==> src/rtl/alu_req_arbiter.sv <==
// alu_req_arbiter: shares one external combinational 4-bit ALU between two
// requesters. Requests are granted round-robin over valid/ready. Operands are
// registered toward the ALU, its outputs are captured one cycle later, and a
// tagged response is returned over valid/ready. Overflowed responses are
// counted in a saturating counter.
module alu_req_arbiter #(
  parameter int DATA_W = 4,
  parameter int CNT_W  = 8
) (
  input  logic              i_clk,
  input  logic              i_rst_n,
  input  logic              i_req0_valid,
  output logic              o_req0_ready,
  input  logic [DATA_W-1:0] i_req0_a,
  input  logic [DATA_W-1:0] i_req0_b,
  input  logic [2:0]        i_req0_op,
  input  logic              i_req1_valid,
  output logic              o_req1_ready,
  input  logic [DATA_W-1:0] i_req1_a,
  input  logic [DATA_W-1:0] i_req1_b,
  input  logic [2:0]        i_req1_op,
  output logic [DATA_W-1:0] o_alu_a,
  output logic [DATA_W-1:0] o_alu_b,
  output logic [2:0]        o_alu_op,
  input  logic [DATA_W-1:0] i_alu_led,
  input  logic              i_alu_carry,
  input  logic              i_alu_overflow,
  input  logic              i_alu_max,
  input  logic              i_alu_equ,
  output logic              o_rsp_valid,
  input  logic              i_rsp_ready,
  output logic              o_rsp_id,
  output logic [DATA_W-1:0] o_rsp_result,
  output logic [3:0]        o_rsp_flags,
  output logic              o_busy,
  output logic [CNT_W-1:0]  o_ovf_cnt
);

  localparam logic [1:0] S_IDLE = 2'd0;
  localparam logic [1:0] S_EXEC = 2'd1;
  localparam logic [1:0] S_RESP = 2'd2;

  localparam logic [CNT_W-1:0] CNT_MAX = {CNT_W{1'b1}};
  localparam logic [CNT_W-1:0] CNT_ONE = {{(CNT_W-1){1'b0}}, 1'b1};

  logic [1:0]        r_state;
  logic [1:0]        w_state_nxt;
  logic              r_ptr;        // 0: requester 0 wins a tie, 1: requester 1 wins
  logic              w_gnt0;
  logic              w_gnt1;
  logic              w_accept;
  logic [DATA_W-1:0] r_alu_a;
  logic [DATA_W-1:0] r_alu_b;
  logic [2:0]        r_alu_op;
  logic              r_rsp_valid;
  logic              r_rsp_id;
  logic [DATA_W-1:0] r_rsp_result;
  logic [3:0]        r_rsp_flags;
  logic [CNT_W-1:0]  r_ovf_cnt;

  // Grant selection: only in IDLE; a tie is broken by the round-robin pointer.
  always_comb begin
    w_gnt0 = 1'b0;
    w_gnt1 = 1'b0;
    if (r_state == S_IDLE) begin
      if (i_req0_valid && i_req1_valid) begin
        w_gnt0 = ~r_ptr;
        w_gnt1 = r_ptr;
      end else begin
        w_gnt0 = i_req0_valid;
        w_gnt1 = i_req1_valid;
      end
    end else begin
      w_gnt0 = 1'b0;
      w_gnt1 = 1'b0;
    end
  end

  assign w_accept     = w_gnt0 | w_gnt1;
  assign o_req0_ready = w_gnt0;
  assign o_req1_ready = w_gnt1;

  // Next-state logic: IDLE -> EXEC on accept, EXEC -> RESP always, RESP -> IDLE on handshake.
  always_comb begin
    w_state_nxt = r_state;
    case (r_state)
      S_IDLE: begin
        if (w_accept) begin
          w_state_nxt = S_EXEC;
        end else begin
          w_state_nxt = S_IDLE;
        end
      end
      S_EXEC: w_state_nxt = S_RESP;
      S_RESP: begin
        if (i_rsp_ready) begin
          w_state_nxt = S_IDLE;
        end else begin
          w_state_nxt = S_RESP;
        end
      end
      default: w_state_nxt = S_IDLE;
    endcase
  end

  // State register and round-robin pointer; the pointer moves only on acceptance.
  always_ff @(posedge i_clk or negedge i_rst_n) begin
    if (!i_rst_n) begin
      r_state <= S_IDLE;
      r_ptr   <= 1'b0;
    end else begin
      r_state <= w_state_nxt;
      if (w_accept) begin
        r_ptr <= w_gnt0;
      end
    end
  end

  // Operand registers toward the ALU: loaded at acceptance, otherwise held.
  always_ff @(posedge i_clk or negedge i_rst_n) begin
    if (!i_rst_n) begin
      r_alu_a  <= {DATA_W{1'b0}};
      r_alu_b  <= {DATA_W{1'b0}};
      r_alu_op <= 3'd0;
      r_rsp_id <= 1'b0;
    end else if (w_accept) begin
      r_alu_a  <= w_gnt1 ? i_req1_a  : i_req0_a;
      r_alu_b  <= w_gnt1 ? i_req1_b  : i_req0_b;
      r_alu_op <= w_gnt1 ? i_req1_op : i_req0_op;
      r_rsp_id <= w_gnt1;
    end
  end

  // Response channel: capture ALU outputs at the end of EXEC, drop valid on handshake.
  always_ff @(posedge i_clk or negedge i_rst_n) begin
    if (!i_rst_n) begin
      r_rsp_valid  <= 1'b0;
      r_rsp_result <= {DATA_W{1'b0}};
      r_rsp_flags  <= 4'd0;
    end else if (r_state == S_EXEC) begin
      r_rsp_valid  <= 1'b1;
      r_rsp_result <= i_alu_led;
      r_rsp_flags  <= {i_alu_carry, i_alu_overflow, i_alu_max, i_alu_equ};
    end else if ((r_state == S_RESP) && i_rsp_ready) begin
      r_rsp_valid  <= 1'b0;
    end
  end

  // Saturating count of captured responses whose overflow flag is set.
  always_ff @(posedge i_clk or negedge i_rst_n) begin
    if (!i_rst_n) begin
      r_ovf_cnt <= {CNT_W{1'b0}};
    end else if ((r_state == S_EXEC) && i_alu_overflow && (r_ovf_cnt != CNT_MAX)) begin
      r_ovf_cnt <= r_ovf_cnt + CNT_ONE;
    end
  end

  assign o_alu_a      = r_alu_a;
  assign o_alu_b      = r_alu_b;
  assign o_alu_op     = r_alu_op;
  assign o_rsp_valid  = r_rsp_valid;
  assign o_rsp_id     = r_rsp_id;
  assign o_rsp_result = r_rsp_result;
  assign o_rsp_flags  = r_rsp_flags;
  assign o_ovf_cnt    = r_ovf_cnt;
  assign o_busy       = (r_state != S_IDLE);

endmodule

==> config.mk <==
export PLATFORM = sky130hd
export DESIGN_NAME = alu_req_arbiter
export DESIGN_NICKNAME = d
export VERILOG_FILES = /design/src/rtl/alu_req_arbiter.sv
export SDC_FILE = /design/constraint.sdc
export NUM_CORES = 1
export LEC_CHECK = 0
export BUFFER_PORTS_ARGS = -buffer_cell sky130_fd_sc_hd__buf_4
export CORE_MARGIN = 8
export CORE_UTILIZATION = 46
export DETAILED_ROUTE_END_ITERATION = 8
export HOLD_SLACK_MARGIN = 0.15
export PLACE_DENSITY = 0.78
export SLEW_MARGIN = 20
export SYNTH_ARGS = -nofsm -noshare
export SYNTH_HDL_FRONTEND = slang
export SYNTH_SLANG_ARGS = --single-unit
==> constraint.sdc <==
create_clock -name i_clk -period 1.4 [get_ports i_clk]
set_input_delay 0.14 -clock i_clk [delete_from_list [all_inputs] [get_ports i_clk]]
set_output_delay 0.14 -clock i_clk [all_outputs]
set_load 0.01 [all_outputs]
Yosys cells after proc, flatten, opt, wreduce, memory -nomap -nowiden:

Index checks and enable logic that the tools add are counted.

* $add $sub $neg: 1
* multiply operators: 0
* div/mod/pow operators: 0
* $lt $le $gt $ge: 0
* eq/ne operators: 3
* shift-type cells: 0
* muxes and demuxes: 12
* bitwise gates (word level): 2
* reduce and logical (&&, ||, !) cells: 7

Operators with widths (count)
* adder 8 x 1 -> 8 bit (second input constant): 1
* two-way mux 4 bit: 2
* != test 8 bit (second input constant): 1
* two-way mux 1 bit: 7
* case mux 2 bit (3 select lines): 1
* logical AND 1 bit: 4
* nonzero test 2 bit: 2
* two-way mux 3 bit: 1
* == test 2 x 1 -> 1 bit (second input constant): 1
* == test 2 bit (second input constant): 1
* logical NOT 2 bit: 1
* two-way mux 2 bit: 1
* NOT 1 bit: 1
* bitwise OR 1 bit: 1

* register bits: 32
* latch bits: 0
* RAM bits: 0
* bits in read-only memories: 0
* input bits: 35
* output and inout bits: 32
* word-level logic and storage cells: 35
* memories kept: 0

Longest topological paths before layout:

Gate-level depths: netlist of run 1.

* depth in word-level cells: 6
* depth in mapped cells: 6
* depth with buffers taken out: 5

Least setup slack after synthesis of run 1:

No wires, ideal clock.

* path kind: reg-to-reg
* start point: register r_ovf_cnt[3], in the netlist o_ovf_cnt[3]
* end point: register r_ovf_cnt[1], in the netlist o_ovf_cnt[1]
* library setup time: 0.125 ns
* arrival: 1.245 ns
* required time: 1.275 ns
* setup slack: 0.030 ns
* cell stages (with the launch flop): 5
* path buffers: 0
* clock period less this slack: 1.370 ns
* path through: dfrtp_1 and3_2 nand3_4 o21bai_2 mux2_4

* word-level cells in the longest chain between the ends: 2

RTL lines
* start, declared: line 59 `logic [CNT_W-1:0] r_ovf_cnt;`
* start signal, assigned: line 152 `r_ovf_cnt <= {CNT_W{1'b0}};`
* start signal, assigned: line 154 `r_ovf_cnt <= r_ovf_cnt + CNT_ONE;`
* != test 8 bit: line 153 `end else if ((r_state == S_EXEC) && i_alu_overflow && (r_ovf_cnt != CNT_MAX)) begin`
* logical AND 1 bit: line 153

No other way between the ends.
A chain may end at the register's enable or synchronous reset.

Worst setup path in the final report of run 1:

* start point: register r_state[1]
* end point: register r_ovf_cnt[6], in the netlist o_ovf_cnt[6]

* word-level cells in the longest chain between the ends: 3

RTL lines
* start, declared: line 46 `logic [1:0] r_state;`
* start signal, assigned: line 112 `r_state <= w_state_nxt;`
* == test 2 x 1 -> 1 bit: line 153
* logical AND 1 bit (2 in a row): line 153

No other way between the ends.

==> results of run 1 <==
==> cell families after synthesis <==
family | Yosys count | share of synthesized area
AND/OR/NAND/NOR | 52 | 0.179
flip-flops | 32 | 0.557
AO/OA/AOI/OAI | 26 | 0.116
buffers and inverters | 10 | 0.0383
multiplexers | 9 | 0.0758
XOR/XNOR | 4 | 0.0244
adder cells (fa/ha/maj) | 1 | 0.00871
==> worst reg2reg max path: stages, from the launching register on <==
cell and delay (ns):
dfrtp_2 0.45, buf_6 0.13, nand3b_1 0.19, nor2_2 0.17, nand2_1 0.09, mux2_4 0.29
==> Yosys cell counts (all sizes together), types with 2 or more instances <==
| cell | number | share of area |
|---|---|---|
| xnor2 | 4 | 0.024 |
| nor2 | 15 | 0.046 |
| o21ai | 4 | 0.014 |
| a21oi | 4 | 0.014 |
| nand3 | 3 | 0.023 |
| nand2b | 2 | 0.0087 |
| dfrtp | 32 | 0.56 |
| inv | 5 | 0.013 |
| and3 | 2 | 0.0096 |
| a31oi | 13 | 0.057 |
| nand2 | 26 | 0.068 |
| buf | 5 | 0.025 |
| mux2 | 9 | 0.076 |
==> timing repair <==
item,CTS,global route
gates resized for setup,6,4
pin swaps,2,3
hold endpoints to repair,53,0
gates cloned,0,1
setup buffers,6,2
hold buffers,34,0
setup endpoints to repair,4,15
==> power by group <==
group | switching [mW] | internal [mW] | leakage, nW
Sequential | 0.310 | 1.35 | 0.377
Combinational | 1.20 | 1.46 | 0.791
Clock | 0.295 | 0.248 | 0.0326
Total | 1.81 | 3.06 | 1.20
==> area by class of cell <==
type	count	area share
Multi-Input combinational cell	92	0.240
Timing Repair Buffer	114	0.393
Sequential cell	32	0.319
Tap cell	33	0.0164
Clock buffer	8	0.0233
Inverter	5	0.00844
==> flip-flops by register name, indices dropped and copies added (netlist names) <==
name / count
o_ovf_cnt: 8
r_state: 2
o_rsp_result: 4
o_alu_b: 4
o_alu_a: 4
o_rsp_id: 1
r_ptr: 1
o_alu_op: 3
o_rsp_flags: 4
o_rsp_valid: 1
==> worst min path at each step <==
stage                     startpoint                  endpoint  slack [ns]  cells after the start
after global routing         i_rst_n  o_ovf_cnt[6]$_DFFE_PN0P_        0.33                      2
after global placement       i_rst_n  o_ovf_cnt[6]$_DFFE_PN0P_        0.09                      1
after floorplan              i_rst_n    o_alu_a[0]$_DFFE_PN0P_       -0.16                      0
final                        i_rst_n  o_ovf_cnt[6]$_DFFE_PN0P_        0.29                      2
after CTS                    i_rst_n  o_ovf_cnt[6]$_DFFE_PN0P_        0.28                      2
after detailed placement     i_rst_n  o_ovf_cnt[7]$_DFFE_PN0P_         0.1                      1
==> through the flow <==
stage	setup TNS, ns	power, mW
final	-0.0109	4.87
after global routing	-0.286	5.17
after CTS	-0.00180	4.62
after detailed placement	0	3.84
after global placement	0	3.75
after floorplan	0	2.75
==> per-layer routing <==
layer / global-route usage / share of wire / wire length, µm
met2: 0.327 / 0.51 / 2580
met4: 0.0612 / 0.0095 / 48
met1: 0.208 / 0.38 / 1910
met3: 0.0948 / 0.10 / 515
met5: 0 / 0 / 0
==> metrics.yaml, run 1 <==
status: "complete, but fails checks"
violations: "setup timing"
dp_slack_ns: 0.00136
start_kind: "flop"
via_per_inst: 5.26
clockRootBuffer: "clkbuf_4"
grt.total_usage: 0.194
grt_pass1_wl_mm: 7.97
die_area_um2: 5170
dp_hpwl_mm: 2.72
insertion_delay_ns: 0.32
ant_nets: 0
clkSlewWorstSetupHoldPaths_ns: 0.10
design_area_um2: 2520
cp.required_ns: 1.62
critical_path.top_delay_family: "flip-flops"
cts_tree: "yes"
grt_setup_unrepaired: "true"
vias: 1494
gp_congestion: 0.833
syn_area_um2: 1440
final_common_cell: "buf_4"
antenna_cells: 0
period_needed_ns: 1.41
rr_startpoint: "r_state[1]$_DFF_PN0_"
wl_per_cell_um: 17.8
final.period_utilization: 1.01
cts.sinks: 32
drt-pass1-iter-count: 4
portBuffers: 66
cts_buffers: 5
fp-row-count: 20
clockBufferDepth: 2
ys_seq_elements: 32
syn_avg_cell_area_um2: 10.7
dp_cells: 233
ff2ff_setup_slack_ns: -0.01
leakage_nw: 1.20
drtIter0Drc: 70
arrival_ns: 1.63
postPlaceCellArea_um2: 2000
synth_edf_count: 0
report.final.slew_viol_count: 0
start_util: 0.478
finalHoldViolCount: 0
tightest_slew_ns: 0.405
final-seq-area_um2: 803
path_depth: 5
reg2reg_depth: 5
critPathLaunch: "r_state[1]$_DFF_PN0_"
crit_path_end_kind: "flop"
power_density_nw_per_um2: 1930
final_cells: 284
synth-seq-area-share: 0.557
max-cap-violations: 0
synthToLayoutAreaGrowth_pct: 75.5
setup_slack_ns: -0.0109
synthArstFlopShare: 1.00
die_x_um: 71.9
ys_types: 33
fmax_mhz: 709
path_class: "flop to flop"
crit_fanout: 3
fp.dieH_um: 71.9
layout_common_cells: "buf_4, dlygate4sd3_1, dfrtp_1"
fin_nets: 286
wl_mm: 5.05
crit_buf_inv: 1
setup_viol: 1
drc: 0
first_global_vias: 1619
whs_ns: 0.295
fp.coreArea_um2: 3000
pin_count: 67
fill_cells: 152
grt-ovfl-total: 0
ctsHtreeMaxLevel: 2
hold_class: "input port to asynchronous set/reset pin"
yosys_warnings: 0
multi_input_area_um2: 606
fin_util: 0.840
crit_slowest_cell: "dfrtp_2"
finClkSkew_ns: 0.00659
synthesis.nets: 170
worstReg2RegEnd: "o_ovf_cnt[6]$_DFFE_PN0P_"
netlist_instances: 134
grt_max_degree: 33
relSlewSlack: 0.730
drive_gt1_frac: 0.434
antenna_found_initial: 0
path_cells: "buf_6, nand3b_1, nor2_2, nand2_1, mux2_4"
crit_path_max_incr_delay_ns: 0.45
yosys_most_used_dff: "dfrtp_1"
max-vdd-ir-drop_mv: 1.11
setup.worst_path.end: "o_ovf_cnt[6]$_DFFE_PN0P_"
(Power assumes the default switching activity.)
==> run 2, diff against run 1 <==
--- a/config.mk
+++ b/config.mk
@@ -5,12 +5,13 @@
 export SDC_FILE = /design/constraint.sdc
 export NUM_CORES = 1
 export LEC_CHECK = 0
+export ABC_AREA = 1
 export BUFFER_PORTS_ARGS = -buffer_cell sky130_fd_sc_hd__buf_4
 export CORE_MARGIN = 8
-export CORE_UTILIZATION = 46
+export CORE_UTILIZATION = 48
 export DETAILED_ROUTE_END_ITERATION = 8
 export HOLD_SLACK_MARGIN = 0.15
-export PLACE_DENSITY = 0.78
+export PLACE_DENSITY = 0.79
 export SLEW_MARGIN = 20
 export SYNTH_ARGS = -nofsm -noshare
 export SYNTH_HDL_FRONTEND = slang
==> metrics.yaml, run 2 <==
status: "complete, but fails checks"
violations: "setup timing"
layout_common_cells: "nand2_1, buf_4, inv_1"
drt-pass1-iter-count: 4
crit_path_end_kind: "output pin"
netlist_top_cells_count: "nand2_1, inv_1, dfrtp_1"
synth-seq-area-share: 0.487
tightest_slew_ns: 0.405
antenna_found_initial: 1
wl_per_cell_um: 13.7
period_needed_ns: 1.41
relSlewSlack: 0.730
final.period_utilization: 1.00
report.final.slew_viol_count: 0
clkSlewWorstSetupHoldPaths_ns: 0.09
drtIter0Drc: 162
synthArstFlopShare: 1.00
die_area_um2: 5550
largest_reg_flops: 8
ys_seq_elements: 32
critPathLaunch: "r_state[1]$_DFF_PN0_"
fin_nets: 361
grt-ovfl-total: 0
insertion_delay_ns: 0.34
finalHoldViolCount: 0
crit_slowest_cell: "dfrtp_1"
drc: 0
rr_startpoint: "r_state[1]$_DFF_PN0_"
power_frac_seq: 0.342
synth.most_common_cell: "nand2_1"
grt.total_usage: 0.194
fin_util: 0.789
setup_slack_ns: -0.00528
finClkSkew_ns: 0.0179
synth.top_cell.area_share: 0.487
fmax_mhz: 712
clockRootBuffer: "clkbuf_4"
pin_count: 67
max-cap-violations: 0
cts.sinks: 32
wl_mm: 5.11
crit_fanout: 3
cts_tree: "yes"
setup_viol: 1
vias: 1794
max-vdd-ir-drop_mv: 1.19
gp_congestion: 0.832
synthesis.nets: 255
top_layer: "met4"
fill_cells: 252
p_clk_frac: 0.119
via_per_inst: 4.81
cts_buffers: 5
synthTopCellsByArea: "dfrtp_1, nand2_1, inv_1"
synth_edf_count: 0
power_density_nw_per_um2: 1780
syn_area_um2: 1640
ant_nets: 0
die_x_um: 74.5
synth_top_cell_by_area: "dfrtp_1"
portBuffers: 66
met2_wirelength_mm: 2.77
yosys_most_used_dff: "dfrtp_1"
leakage_nw: 1.47
fp-row-count: 21
path_cells: "nor2_4, buf_4, buf_6, inv_1, buf_6"
postPlaceCellArea_um2: 2190
path_common_cell: "buf_6"
dr_wl_met3_um: 280
fp.coreArea_um2: 3310
first_global_vias: 1786
p_int_mw: 2.78
syn_avg_cell_area_um2: 7.50
clockBufferDepth: 2
yosys_warnings: 0
start_kind: "flop"
ys_types: 21
netlist_instances: 219
hold_class: "input port to flop"
fp.dieH_um: 74.5
cp.required_ns: 1.26
dp_hpwl_mm: 3.10
min_from: "i_req1_b[1]"
design_area_um2: 2610
switching_share: 0.401
ctsHtreeMaxLevel: 2
pwr-share-comb: 0.540
grt_max_degree: 33
crit_path_max_incr_delay_ns: 0.42
final_common_cell: "nand2_1"
grt_setup_unrepaired: "true"
met1_length_mm: 1.86
grt_pass1_wl_mm: 8.20
synthToLayoutAreaGrowth_pct: 58.9
arrival_ns: 1.27
p_sw_mw: 1.87
start_util: 0.496
path_class: "flop to output pin"
drive_gt1_frac: 0.298
-- run 2: cell count changes in the layout (fill, tap and decap cells not counted), moves of 3 or more --
cell,delta
nor2_1,-7
nand3_1,+15
nand2_1,+64
a21oi_1,-3
xnor2_1,-3
dlygate4sd3_1,-7
a31oi_1,-13
mux2_2,-7
nand4_1,+12
inv_1,+32
-- run 2: kinds of logic after synthesis --
group | after synthesis | share of synthesized area
AND/OR/NAND/NOR | 132 | 0.356
buffers and inverters | 45 | 0.110
flip-flops | 32 | 0.487
AO/OA/AOI/OAI | 6 | 0.0236
XOR/XNOR | 3 | 0.0160
adder cells (fa/ha/maj) | 1 | 0.00761
-- run 2: layout make-up --
cell class,count,area [µm²],area share
tap,46,57.6,0.0220
multi-input combinational,142,674,0.258
timing repair buffer,106,875,0.335
antenna,1,2.50,0.000958
clock buffer,8,58.8,0.0225
sequential,32,801,0.307
inverter,38,143,0.0546
-- run 2: worst paths after layout --
path,endpoint,slack (ns),cells after the start
max,o_busy,-0.005,5
min,o_alu_b[1]$_DFFE_PN0P_,0.16,5
max reg2reg,o_alu_b[0]$_DFFE_PN0P_,0,8
min reg2reg,o_rsp_id$_DFFE_PN0P_,0.48,2
max in group asynchronous,o_rsp_flags[2]$_DFFE_PN0P_,0.83,2
min in group asynchronous,o_ovf_cnt[3]$_DFFE_PN0P_,0.27,2
-- run 2: worst max-delay path: cells and delay by family (launching register included) --
family	cells	cell delay, ns
DFF	1	0.42
buffers and inverters	4	0.38
and+or+nand+nor	1	0.14
-- run 2: power by group through the flow --
stage / combinational, mW / clock (mW) / sequential (mW)
after floorplan: 0.997 / 0 / 1.75
after global placement: 2.09 / 0 / 1.60
after detailed placement: 2.11 / 0 / 1.61
after CTS: 2.34 / 0.563 / 1.60
after global routing: 2.79 / 0.602 / 1.64
final: 2.51 / 0.552 / 1.59
-- run 2: routing by layer --
metal  up-vias  global-route usage
met2        71               0.332
met5         -                   0
met1       817               0.212
met3        19              0.0418
li1        887                   -
met4         0               0.122
-- run 2: through the flow --
stage | std cells | setup TNS, ns | power (mW) | setup slack, ns | hold WS (ns)
final | 373 | -0.00528 | 4.65 | -0.00528 | 0.160
after global routing | 373 | -0.435 | 5.03 | -0.0640 | 0.170
after CTS | 368 | -0.0423 | 4.50 | -0.0423 | 0.152
after detailed placement | 328 | 0 | 3.72 | 0.0602 | 0.0988
after global placement | 328 | 0 | 3.68 | 0.130 | 0.0939
after floorplan | 219 | 0 | 2.75 | 0.125 | -0.156
-- run 2: repair_timing --
action	CTS	global route
setup buffers	5	4
pin swaps	2	6
hold endpoints to repair	53	0
hold buffers	27	0
setup endpoints to repair	3	17
gates resized for setup	3	3
